==> src/rtl/bus_bridge_pkg.sv <==
// Shared types and byte codes for the serial-to-CPU-bus bridge.
// Holds the FSM state encodings and command/reply constants.
package bus_bridge_pkg;

   typedef enum logic [3:0] {
      IDLE,
      ADDR_H,
      ADDR_L,
      LEN,
      WR_DATA,
      BUS_WAIT,
      BUS_ACC,
      RD_DATA,
      TX_BYTE,
      TX_ACK
   } state_t;

   typedef enum logic [1:0] {
      A_IDLE,
      A_WAIT,
      A_RD2
   } acc_t;

   localparam logic [7:0] CMD_W   = 8'h57;
   localparam logic [7:0] CMD_R   = 8'h52;
   localparam logic [7:0] RSP_OK  = 8'h2E;
   localparam logic [7:0] RSP_ERR = 8'h3F;
   localparam logic [7:0] RSP_TMO = 8'h21;

   // A length byte of zero encodes a full 256-byte burst.
   function automatic logic [8:0] len_count(input logic [7:0] len);
      return (len == 8'd0) ? 9'd256 : {1'b0, len};
   endfunction

endpackage

==> src/rtl/bus_bridge_access.sv <==
// One CPU-bus access: request/grant, 1-cycle write strobe or 2-cycle read.
// Losing the grant mid-read restarts the access from its first cycle.
module bus_bridge_access
   import bus_bridge_pkg::*;
(
   input  logic        clk,
   input  logic        rst,
   input  logic        start,
   input  logic        we,
   input  logic [15:0] addr,
   input  logic [7:0]  wdata,
   output logic        done,
   output logic [7:0]  rdata,
   output logic        bus_req,
   input  logic        bus_gnt,
   output logic [15:0] address,
   output logic [7:0]  dout,
   input  logic [7:0]  din,
   output logic        read
);

   acc_t state;
   acc_t state_nxt;
   logic drive;

   always_ff @(posedge clk or posedge rst) begin
      if (rst) state <= A_IDLE;
      else     state <= state_nxt;
   end

   always_comb begin
      state_nxt = state;
      done      = 1'b0;
      unique case (state)
         A_IDLE: begin
            if (start) state_nxt = A_WAIT;
         end
         A_WAIT: begin
            if (bus_gnt) begin
               if (we) begin
                  done      = 1'b1;
                  state_nxt = A_IDLE;
               end else begin
                  state_nxt = A_RD2;
               end
            end
         end
         A_RD2: begin
            if (bus_gnt) begin
               done      = 1'b1;
               state_nxt = A_IDLE;
            end else begin
               state_nxt = A_WAIT;
            end
         end
         default: state_nxt = A_IDLE;
      endcase
   end

   assign drive   = bus_gnt && (state != A_IDLE);
   assign bus_req = (state != A_IDLE);
   assign address = drive ? addr : 16'h0000;
   assign dout    = (drive && we) ? wdata : 8'h00;
   assign read    = !(drive && we);
   // RAM data is valid at the end of the second read cycle.
   assign rdata   = din;

endmodule

==> src/rtl/bus_bridge.sv <==
// Serial command parser acting as a second CPU-bus initiator.
// Optional inter-byte timeout: define BUS_BRIDGE_TIMEOUT_EN.
module bus_bridge
   import bus_bridge_pkg::*;
#(
   parameter int TIMEOUT_CYCLES = 26600000
)
(
   input  logic        clk,
   input  logic        rst,
   input  logic [7:0]  rx_data,
   input  logic        rx_valid,
   output logic        rx_ready,
   output logic [7:0]  tx_data,
   output logic        tx_valid,
   input  logic        tx_ready,
   output logic        bus_req,
   input  logic        bus_gnt,
   output logic [15:0] address,
   output logic [7:0]  dout,
   input  logic [7:0]  din,
   output logic        read,
   output logic        busy
);

   state_t      state, state_nxt;
   logic [7:0]  cmd, cmd_nxt;
   logic [15:0] addr, addr_nxt;
   logic [8:0]  cnt, cnt_nxt;
   logic [7:0]  wdata, wdata_nxt;
   logic [7:0]  tx_data_nxt;
   logic        start, start_nxt;
   logic        we;
   logic        done;
   logic [7:0]  rdata;
   logic        accept;
   logic        tmo;

   assign we       = (cmd == CMD_W);
   assign rx_ready = !rst && (state inside {IDLE, ADDR_H, ADDR_L, LEN, WR_DATA});
   assign accept   = rx_valid && rx_ready;
   assign tx_valid = (state == TX_BYTE) || (state == TX_ACK);
   assign busy     = (state != IDLE);

   always_ff @(posedge clk or posedge rst) begin
      if (rst) begin
         state   <= IDLE;
         cmd     <= 8'h00;
         addr    <= 16'h0000;
         cnt     <= 9'd0;
         wdata   <= 8'h00;
         tx_data <= 8'h00;
         start   <= 1'b0;
      end else begin
         state   <= state_nxt;
         cmd     <= cmd_nxt;
         addr    <= addr_nxt;
         cnt     <= cnt_nxt;
         wdata   <= wdata_nxt;
         tx_data <= tx_data_nxt;
         start   <= start_nxt;
      end
   end

   always_comb begin
      state_nxt   = state;
      cmd_nxt     = cmd;
      addr_nxt    = addr;
      cnt_nxt     = cnt;
      wdata_nxt   = wdata;
      tx_data_nxt = tx_data;
      start_nxt   = 1'b0;
      unique case (state)
         IDLE: begin
            if (accept) begin
               if (rx_data == CMD_W || rx_data == CMD_R) begin
                  cmd_nxt   = rx_data;
                  state_nxt = ADDR_H;
               end else begin
                  tx_data_nxt = RSP_ERR;
                  state_nxt   = TX_ACK;
               end
            end
         end
         ADDR_H: begin
            if (accept) begin
               addr_nxt[15:8] = rx_data;
               state_nxt      = ADDR_L;
            end
         end
         ADDR_L: begin
            if (accept) begin
               addr_nxt[7:0] = rx_data;
               state_nxt     = LEN;
            end
         end
         LEN: begin
            if (accept) begin
               cnt_nxt   = len_count(rx_data);
               state_nxt = we ? WR_DATA : RD_DATA;
            end
         end
         WR_DATA: begin
            if (accept) begin
               wdata_nxt = rx_data;
               start_nxt = 1'b1;
               state_nxt = BUS_WAIT;
            end
         end
         RD_DATA: begin
            start_nxt = 1'b1;
            state_nxt = BUS_WAIT;
         end
         BUS_WAIT: begin
            if (bus_gnt && bus_req && !we) state_nxt = BUS_ACC;
         end
         BUS_ACC: begin
            if (!bus_gnt) state_nxt = BUS_WAIT;
         end
         TX_BYTE: begin
            if (tx_ready) begin
               if (cnt == 9'd0) begin
                  tx_data_nxt = RSP_OK;
                  state_nxt   = TX_ACK;
               end else begin
                  state_nxt = RD_DATA;
               end
            end
         end
         TX_ACK: begin
            if (tx_ready) state_nxt = IDLE;
         end
         default: state_nxt = IDLE;
      endcase

      // Completion of an access, common to both bus states.
      if ((state == BUS_WAIT || state == BUS_ACC) && done) begin
         addr_nxt = addr + 16'd1;
         cnt_nxt  = cnt - 9'd1;
         if (we) begin
            if (cnt == 9'd1) begin
               tx_data_nxt = RSP_OK;
               state_nxt   = TX_ACK;
            end else begin
               state_nxt = WR_DATA;
            end
         end else begin
            tx_data_nxt = rdata;
            state_nxt   = TX_BYTE;
         end
      end

      if (tmo) begin
         tx_data_nxt = RSP_TMO;
         start_nxt   = 1'b0;
         state_nxt   = TX_ACK;
      end
   end

`ifdef BUS_BRIDGE_TIMEOUT_EN
   logic [31:0] gap;
   logic        waiting;

   assign waiting = state inside {ADDR_H, ADDR_L, LEN, WR_DATA};
   assign tmo     = waiting && !accept &&
                    (gap == 32'(TIMEOUT_CYCLES - 1));

   always_ff @(posedge clk or posedge rst) begin
      if (rst)                   gap <= 32'd0;
      else if (!waiting || accept) gap <= 32'd0;
      else                       gap <= gap + 32'd1;
   end
`else
   logic unused_tmo;
   assign unused_tmo = (TIMEOUT_CYCLES != 0);
   assign tmo        = 1'b0;
`endif

   bus_bridge_access u_access (
      .clk     (clk),
      .rst     (rst),
      .start   (start),
      .we      (we),
      .addr    (addr),
      .wdata   (wdata),
      .done    (done),
      .rdata   (rdata),
      .bus_req (bus_req),
      .bus_gnt (bus_gnt),
      .address (address),
      .dout    (dout),
      .din     (din),
      .read    (read)
   );

endmodule
==> config.mk <==
export PLATFORM = sky130hd
export DESIGN_NAME = bus_bridge
export DESIGN_NICKNAME = d
export VERILOG_FILES = /design/src/rtl/bus_bridge_pkg.sv /design/src/rtl/bus_bridge_access.sv /design/src/rtl/bus_bridge.sv
export SDC_FILE = /design/constraint.sdc
export NUM_CORES = 1
export LEC_CHECK = 0
export ABC_AREA = 1
export CAP_MARGIN = 5
export CORE_ASPECT_RATIO = 0.8
export CORE_MARGIN = 3
export CORE_UTILIZATION = 30
export DETAILED_ROUTE_END_ITERATION = 6
export HOLD_SLACK_MARGIN = 0.12
export SYNTH_ARGS = -nofsm -noshare
export SYNTH_HDL_FRONTEND = slang
export SYNTH_SLANG_ARGS = --single-unit
==> constraint.sdc <==
create_clock -name clk -period 4.1 [get_ports clk]
set_clock_uncertainty 0.1 [all_clocks]
set_input_delay 0.41 -clock clk [delete_from_list [all_inputs] [get_ports clk]]
set_output_delay 0.41 -clock clk [all_outputs]
set_load 0.1 [all_outputs]
==> results of run 1 <==
## worst paths after layout
check,cells past startpoint,start,slack [ps],endpoint
setup reg to reg,9,state[2],1670,state[1]
hold / removal,2,wdata[3],390,wdata[3]
hold reg to reg,2,wdata[3],390,wdata[3]
setup / recovery,5,state[1],1180,busy
min in group asynchronous,3,rst,610,addr[5]
max in group asynchronous,3,rst,2790,wdata[4]
## flip-flops by register name, indices dropped and copies added (netlist names)
name / flops
u_access.state: 2
tx_data: 8
cmd: 8
addr: 16
state: 4
start: 1
cnt: 9
wdata: 8
## worst max-delay path: stages, from the launching register on
cell             delay [ps]
dfrtp_1                 460
nor2_2                  220
nand2_1                 100
nor2_1                  240
inv_1                   110
clkdlybuf4s50_1         990
## cells in the mapped netlist (all sizes together)
cell / count
ha: 8
xnor2: 3
o21bai: 1
xor2: 16
nor3: 14
clkinv: 1
o22ai: 2
nand4: 5
a21oi: 3
dfrtp: 56
nand2: 122
clkbuf: 1
or2: 5
buf: 10
o21ai: 15
nand3: 105
inv: 80
nand3b: 2
nor2: 61
## cells by family after synthesis
group	Yosys count	share of synthesized area, %
AOI/OAI and AO/OA	21	3.38
xor gates and xnor gates	19	4.63
adders and majority gates	8	2.78
buffers and inverters	92	11.1
DFF	56	39.0
and+or+nand+nor	314	39.2
## through the flow
stage                     power, mW  instance area [sq um]
after global routing           3.09                   4350
after global placement         2.40                   4200
final                          2.87                   4350
after CTS                      2.89                   4350
after floorplan                2.09                   3590
after detailed placement       2.43                   4200
## layer usage
metal	global-route usage, %	wire length [um]
met5	0	0
met4	2.50	82
met3	2.16	535
met2	22.0	4240
met1	22.0	4810
## final cells by class
cell class,instances,area [sq um],share of cell area (%)
timing repair buffer,58,515,11.8
multi-input combinational,362,1800,41.2
tap,148,185,4.25
inverter,81,304,6.98
clock buffer,7,153,3.51
sequential,56,1400,32.2
## power by group
group | leakage [nW] | internal, mW | total [mW] | switching [mW]
sequential | 0.697 | 0.732 | 0.902 | 0.171
clock | 0.0760 | 0.257 | 0.446 | 0.189
combinational | 1.41 | 0.435 | 1.52 | 1.09
total | 2.18 | 1.42 | 2.87 | 1.45
==> run metrics, run 1 <==
WP data required=~3600 ps; post-route insts no fill=between 700 and 800; Antenna Nets Post-Route=0; ant diodes=0; Static Leak=2.18 nW; Mapped Area=around 0.0036 sq mm; Port-buffer cells=between 50 and 60; gp weighted congestion=0.884; RSZ-0062 raised after global routing=no; Max Transition Viols Final=0; Die X=around 130 um; placed cells=705; Seq cells post-synth=56; grt ovf=0; num rows=35; CTS Buf Count=5; commonest non-fill, non-tap cell in the layout=nand2_1; PostCTS Resize Cnt=0; TritonCTS clock tree=done; Net Count, Synth=roughly 540; WL final=9670 um; WL/cell=approximately 14 um; CP max FO=7; Slew headroom=approximately 34%; Setup Crit Path Kind=flip-flop to output port; Layout area overhead=21.1%; Worst-path clk slew=about 70 ps; GRT Total Usage=roughly 14%; post-layout min period=2920 ps; die outline area=around 0.013 sq mm; max cap viols=0; Cell Pwr Density=659 mW/mm^2; # Post-CTS Setup Buffers=0; CP arrival=~2400 ps; Die H=between 100 and 150 um; core area=between 0.01 and 0.015 sq mm; Starting DRT DRC Count=slightly below 200; crit path capture type=output port; most frequent cells in the layout=120 x nand2_1, 102 x nand3_1, 74 x inv_1; Post-Place Setup Slack=1410 ps; # fillers=roughly 1.2k; DR pass1 iterations=5; initial core utilization=a little under a third; hpwl dp=~7100 um; hold slack=~390 ps; final core occ=between 30 and 40%; via count=3381; Max Freq=between 300 and 400 MHz; H-tree levels=2; Worst setup SP type=flip-flop; Boundary Pins=between 50 and 60; share of cells above drive strength 1=just under 10%; final setup fails=0; first-pass GRT wire length=roughly 16000 um; Distinct cells, synth=30; CTS sink count=56; DRC=0; Worst Hold Class=flip-flop to flip-flop; clock root buffer=clkbuf_16; Synth Instances=510; status=finished clean; CTS hold repair buffers=0; Yosys warning count=0; area fraction of the dominant cell type after synthesis=about two fifths; synthesized area per cell=just over 7 sq um; clk_lat worst skew=around 290 ps; pin count of the biggest net entering global routing=58; synth top area cells=dfrtp_1 39%, nand3_1 14%, nand2_1 13%, inv_1 7.8%, nor2_1 5.6%; initial antenna violation count=0; DR vias/cell=~4.7; Seq/Total Area, Yosys=39.0%; vias in the first global route=approximately 3.2k; fin crit share=a little under three quarters; nets=just under 600; Clock Tree Buf Depth=2; slack of the critical path=~1200 ps; worst slew pin tran=slightly below 1000 ps; count of final hold-check violations=0; Peak VDD IR=0.000415 V; area leader, netlist=dfrtp_1; Final TNS setup=0 ps
Note: power is estimated with default switching activity, not from simulation.
==> run 2: changes to the inputs <==
Clock period 4.1 ns to 2.59 ns, I/O delays scaled along.
==> run 2 against run 1 <==
  * Register-to-register slack worse by 1200 ps
  * Largest power group unchanged
  * Routed wire length is 1.2% lower
  * Final area is 8.2% higher
  * Die area stayed put
  * Critical path depth is 2 higher
  * Power is 65% higher
  * Largest cell class unchanged
  * Count of clock-buffer cells in the layout is 1 lower
  * Final cell count is 0.70% higher
  * Sequential power is 59% higher
  * Highest routed layer unchanged
  * Via count is 1.4% higher
  * Clock power is 57% higher
==> run metrics, run 2 (same netlist as run 1, synthesis figures left out) <==
Top reg by flops=addr; WL/cell=13.3 um (-1.9%); max cap viols=0 (unchanged); Worst-path clk slew=70 ps (about the same); Die X=128 um (unchanged); CP delay by family, top=buffers and inverters; CTS hold repair buffers=0 (unchanged); post-layout min period=around 2300 ps; count of final hold-check violations=0 (unchanged); grt ovf=0 (unchanged); Slew headroom=51.6% (+17 points); CP Cell Sequence=inv_1, ha_1, nor2_1, clkinv_1, buf_4, nor2_1, buf_12; grt met2 use=21.4% (-0.56 points); DR vias/cell=4.78 (+0.74%); fin area=0.00471 sq mm (+8.2%); Worst Hold Class=flip-flop to flip-flop; DRC=0 (unchanged); initial antenna violation count=0 (unchanged); Starting DRT DRC Count=249 (+28%); first-pass GRT wire length=16200 um (+2.4%); fin crit share=about nine tenths; # Post-CTS Setup Buffers=0 (unchanged); WP data required=2230 ps (-1360 ps); initial core utilization=31.0% (unchanged); Top cell by count, worst path=nor2_1; PostCTS Resize Cnt=0 (unchanged); Post-DP Area=0.00456 sq mm (+8.5%); Max stage delay on crit path=400 ps (-590 ps); r2r setup slk=480 ps (-1190 ps); num rows=35 (unchanged); final setup fails=0 (unchanged); worst path bufs/invs=4 (+2); CP max FO=17 (+10); Max Freq=between 400 and 500 MHz; biggest regs=addr (16), cnt (9); nets=597 (+0.67%); core area=0.0116 sq mm (unchanged); clock root buffer=clkbuf_16; GRT Max-Usage Layer=met1; die outline area=0.0133 sq mm (unchanged); DR pass1 iterations=5 (unchanged); GR Util met3=2.16% (unchanged); R2R cell count=8 (-1); RR Endpoint=addr[13]; hold slack=392 ps (+3.18 ps); worst slew pin tran=725 ps (-258 ps); Max Transition Viols Final=0 (unchanged); share of cells above drive strength 1=15.3% (+5.4 points); commonest non-fill, non-tap cell in the layout=nand2_1; Peak VDD IR=0.000462 V (+11%); CP arrival=1960 ps (-450 ps); RSZ-0062 raised after global routing=no; GRT Total Usage=14.7% (+0.23 points); hpwl dp=7160 um (+0.64%); WL final=9550 um (-1.2%); Setup Crit Path Kind=flip-flop to output port; Boundary Pins=58 (unchanged); Reg-to-Reg Start=u_access.state[0]; Critical Path Start=u_access.state[0]; vias in the first global route=3224 (+0.16%); gp weighted congestion=0.863 (-2.3%); Worst setup SP type=flip-flop; most frequent cells in the layout=119 x nand2_1, 102 x nand3_1, 74 x inv_1; pin count of the biggest net entering global routing=57 (-1.7%); CP endpoint=address[15]; Die H=104 um (unchanged); # fillers=1151 (-5.9%); crit path capture type=output port; Antenna Nets Post-Route=0 (unchanged); Clock Tree Buf Depth=2 (unchanged); Cell Pwr Density=1010 mW/mm^2 (+53%); final core occ=40.6% (+3.1 points); CTS Buf Count=5 (unchanged); TritonCTS clock tree=done; CTS sink count=56 (unchanged); ant diodes=0 (unchanged); Port-buffer cells=57 (unchanged); Layout area overhead=31.0%; Static Leak=2.28 nW (+4.5%); Largest register FFs=16 (unchanged); H-tree levels=2 (unchanged); GRT met1 Usage=22.5% (+0.55 points); hold path cells=2 (unchanged); CP max-delay cell=dfrtp_1; clk_lat worst skew=290 ps (about the same); WP depth=7 (+2); status=finished clean; power consumption=4.73 mW (+65%); via count=3430 (+1.4%)
[run 2: how the worst min path moves through the flow]
| stage | start | end | slack [ps] |
|---|---|---|---|
| floorplan | rst | addr[0] | 250 |
| global placement | wdata[2] | wdata[2] | 370 |
| detailed placement | wdata[2] | wdata[2] | 380 |
| CTS | wdata[2] | wdata[2] | 400 |
| global route | din[4] | tx_data[4] | 420 |
| finish | wdata[2] | wdata[2] | 390 |
[run 2: final cells by class]
| type | instances | area (sq um) | area share (%) |
|---|---|---|---|
| multi-input combinational | 362 | 1840 | 39.0 |
| clock buffer | 6 | 139 | 2.95 |
| clock inverter | 2 | 10.0 | 0.213 |
| sequential | 56 | 1400 | 29.8 |
| inverter | 81 | 308 | 6.54 |
| tap | 148 | 185 | 3.93 |
| timing repair buffer | 62 | 828 | 17.6 |
[run 2: metal layers]
metal | vias to the layer above | part of all wire (%)
met3 | 11 | 5.4
met4 | 0 | 1.2
met1 | 1588 | 49
met2 | 102 | 44
met5 | - | 0
li1 | 1729 | -
[run 2: report_power, final]
| group | switching, mW | total [mW] | internal [mW] | leakage, nW |
|---|---|---|---|---|
| clock | 0.315 | 0.698 | 0.383 | 0.0766 |
| sequential | 0.273 | 1.43 | 1.16 | 0.697 |
| combinational | 1.79 | 2.61 | 0.816 | 1.51 |
[run 2: per-stage QoR]
step                      setup TNS [ps]  cells  worst slack (ps)
after floorplan                    -3060    510              -405
after global placement                 0    709               500
after detailed placement               0    709               503
after CTS                              0    717               286
after global routing                   0    717               139
final                                  0    717               269
[run 2: worst register-to-register path, cell delays in order (launching register included)]
cell and delay (ps):
dfrtp_1 400, inv_1 100, ha_1 230, inv_1 60, nand2_1 150, nand2_4 210, buf_4 420, nand3_1 240
nand3_1 140
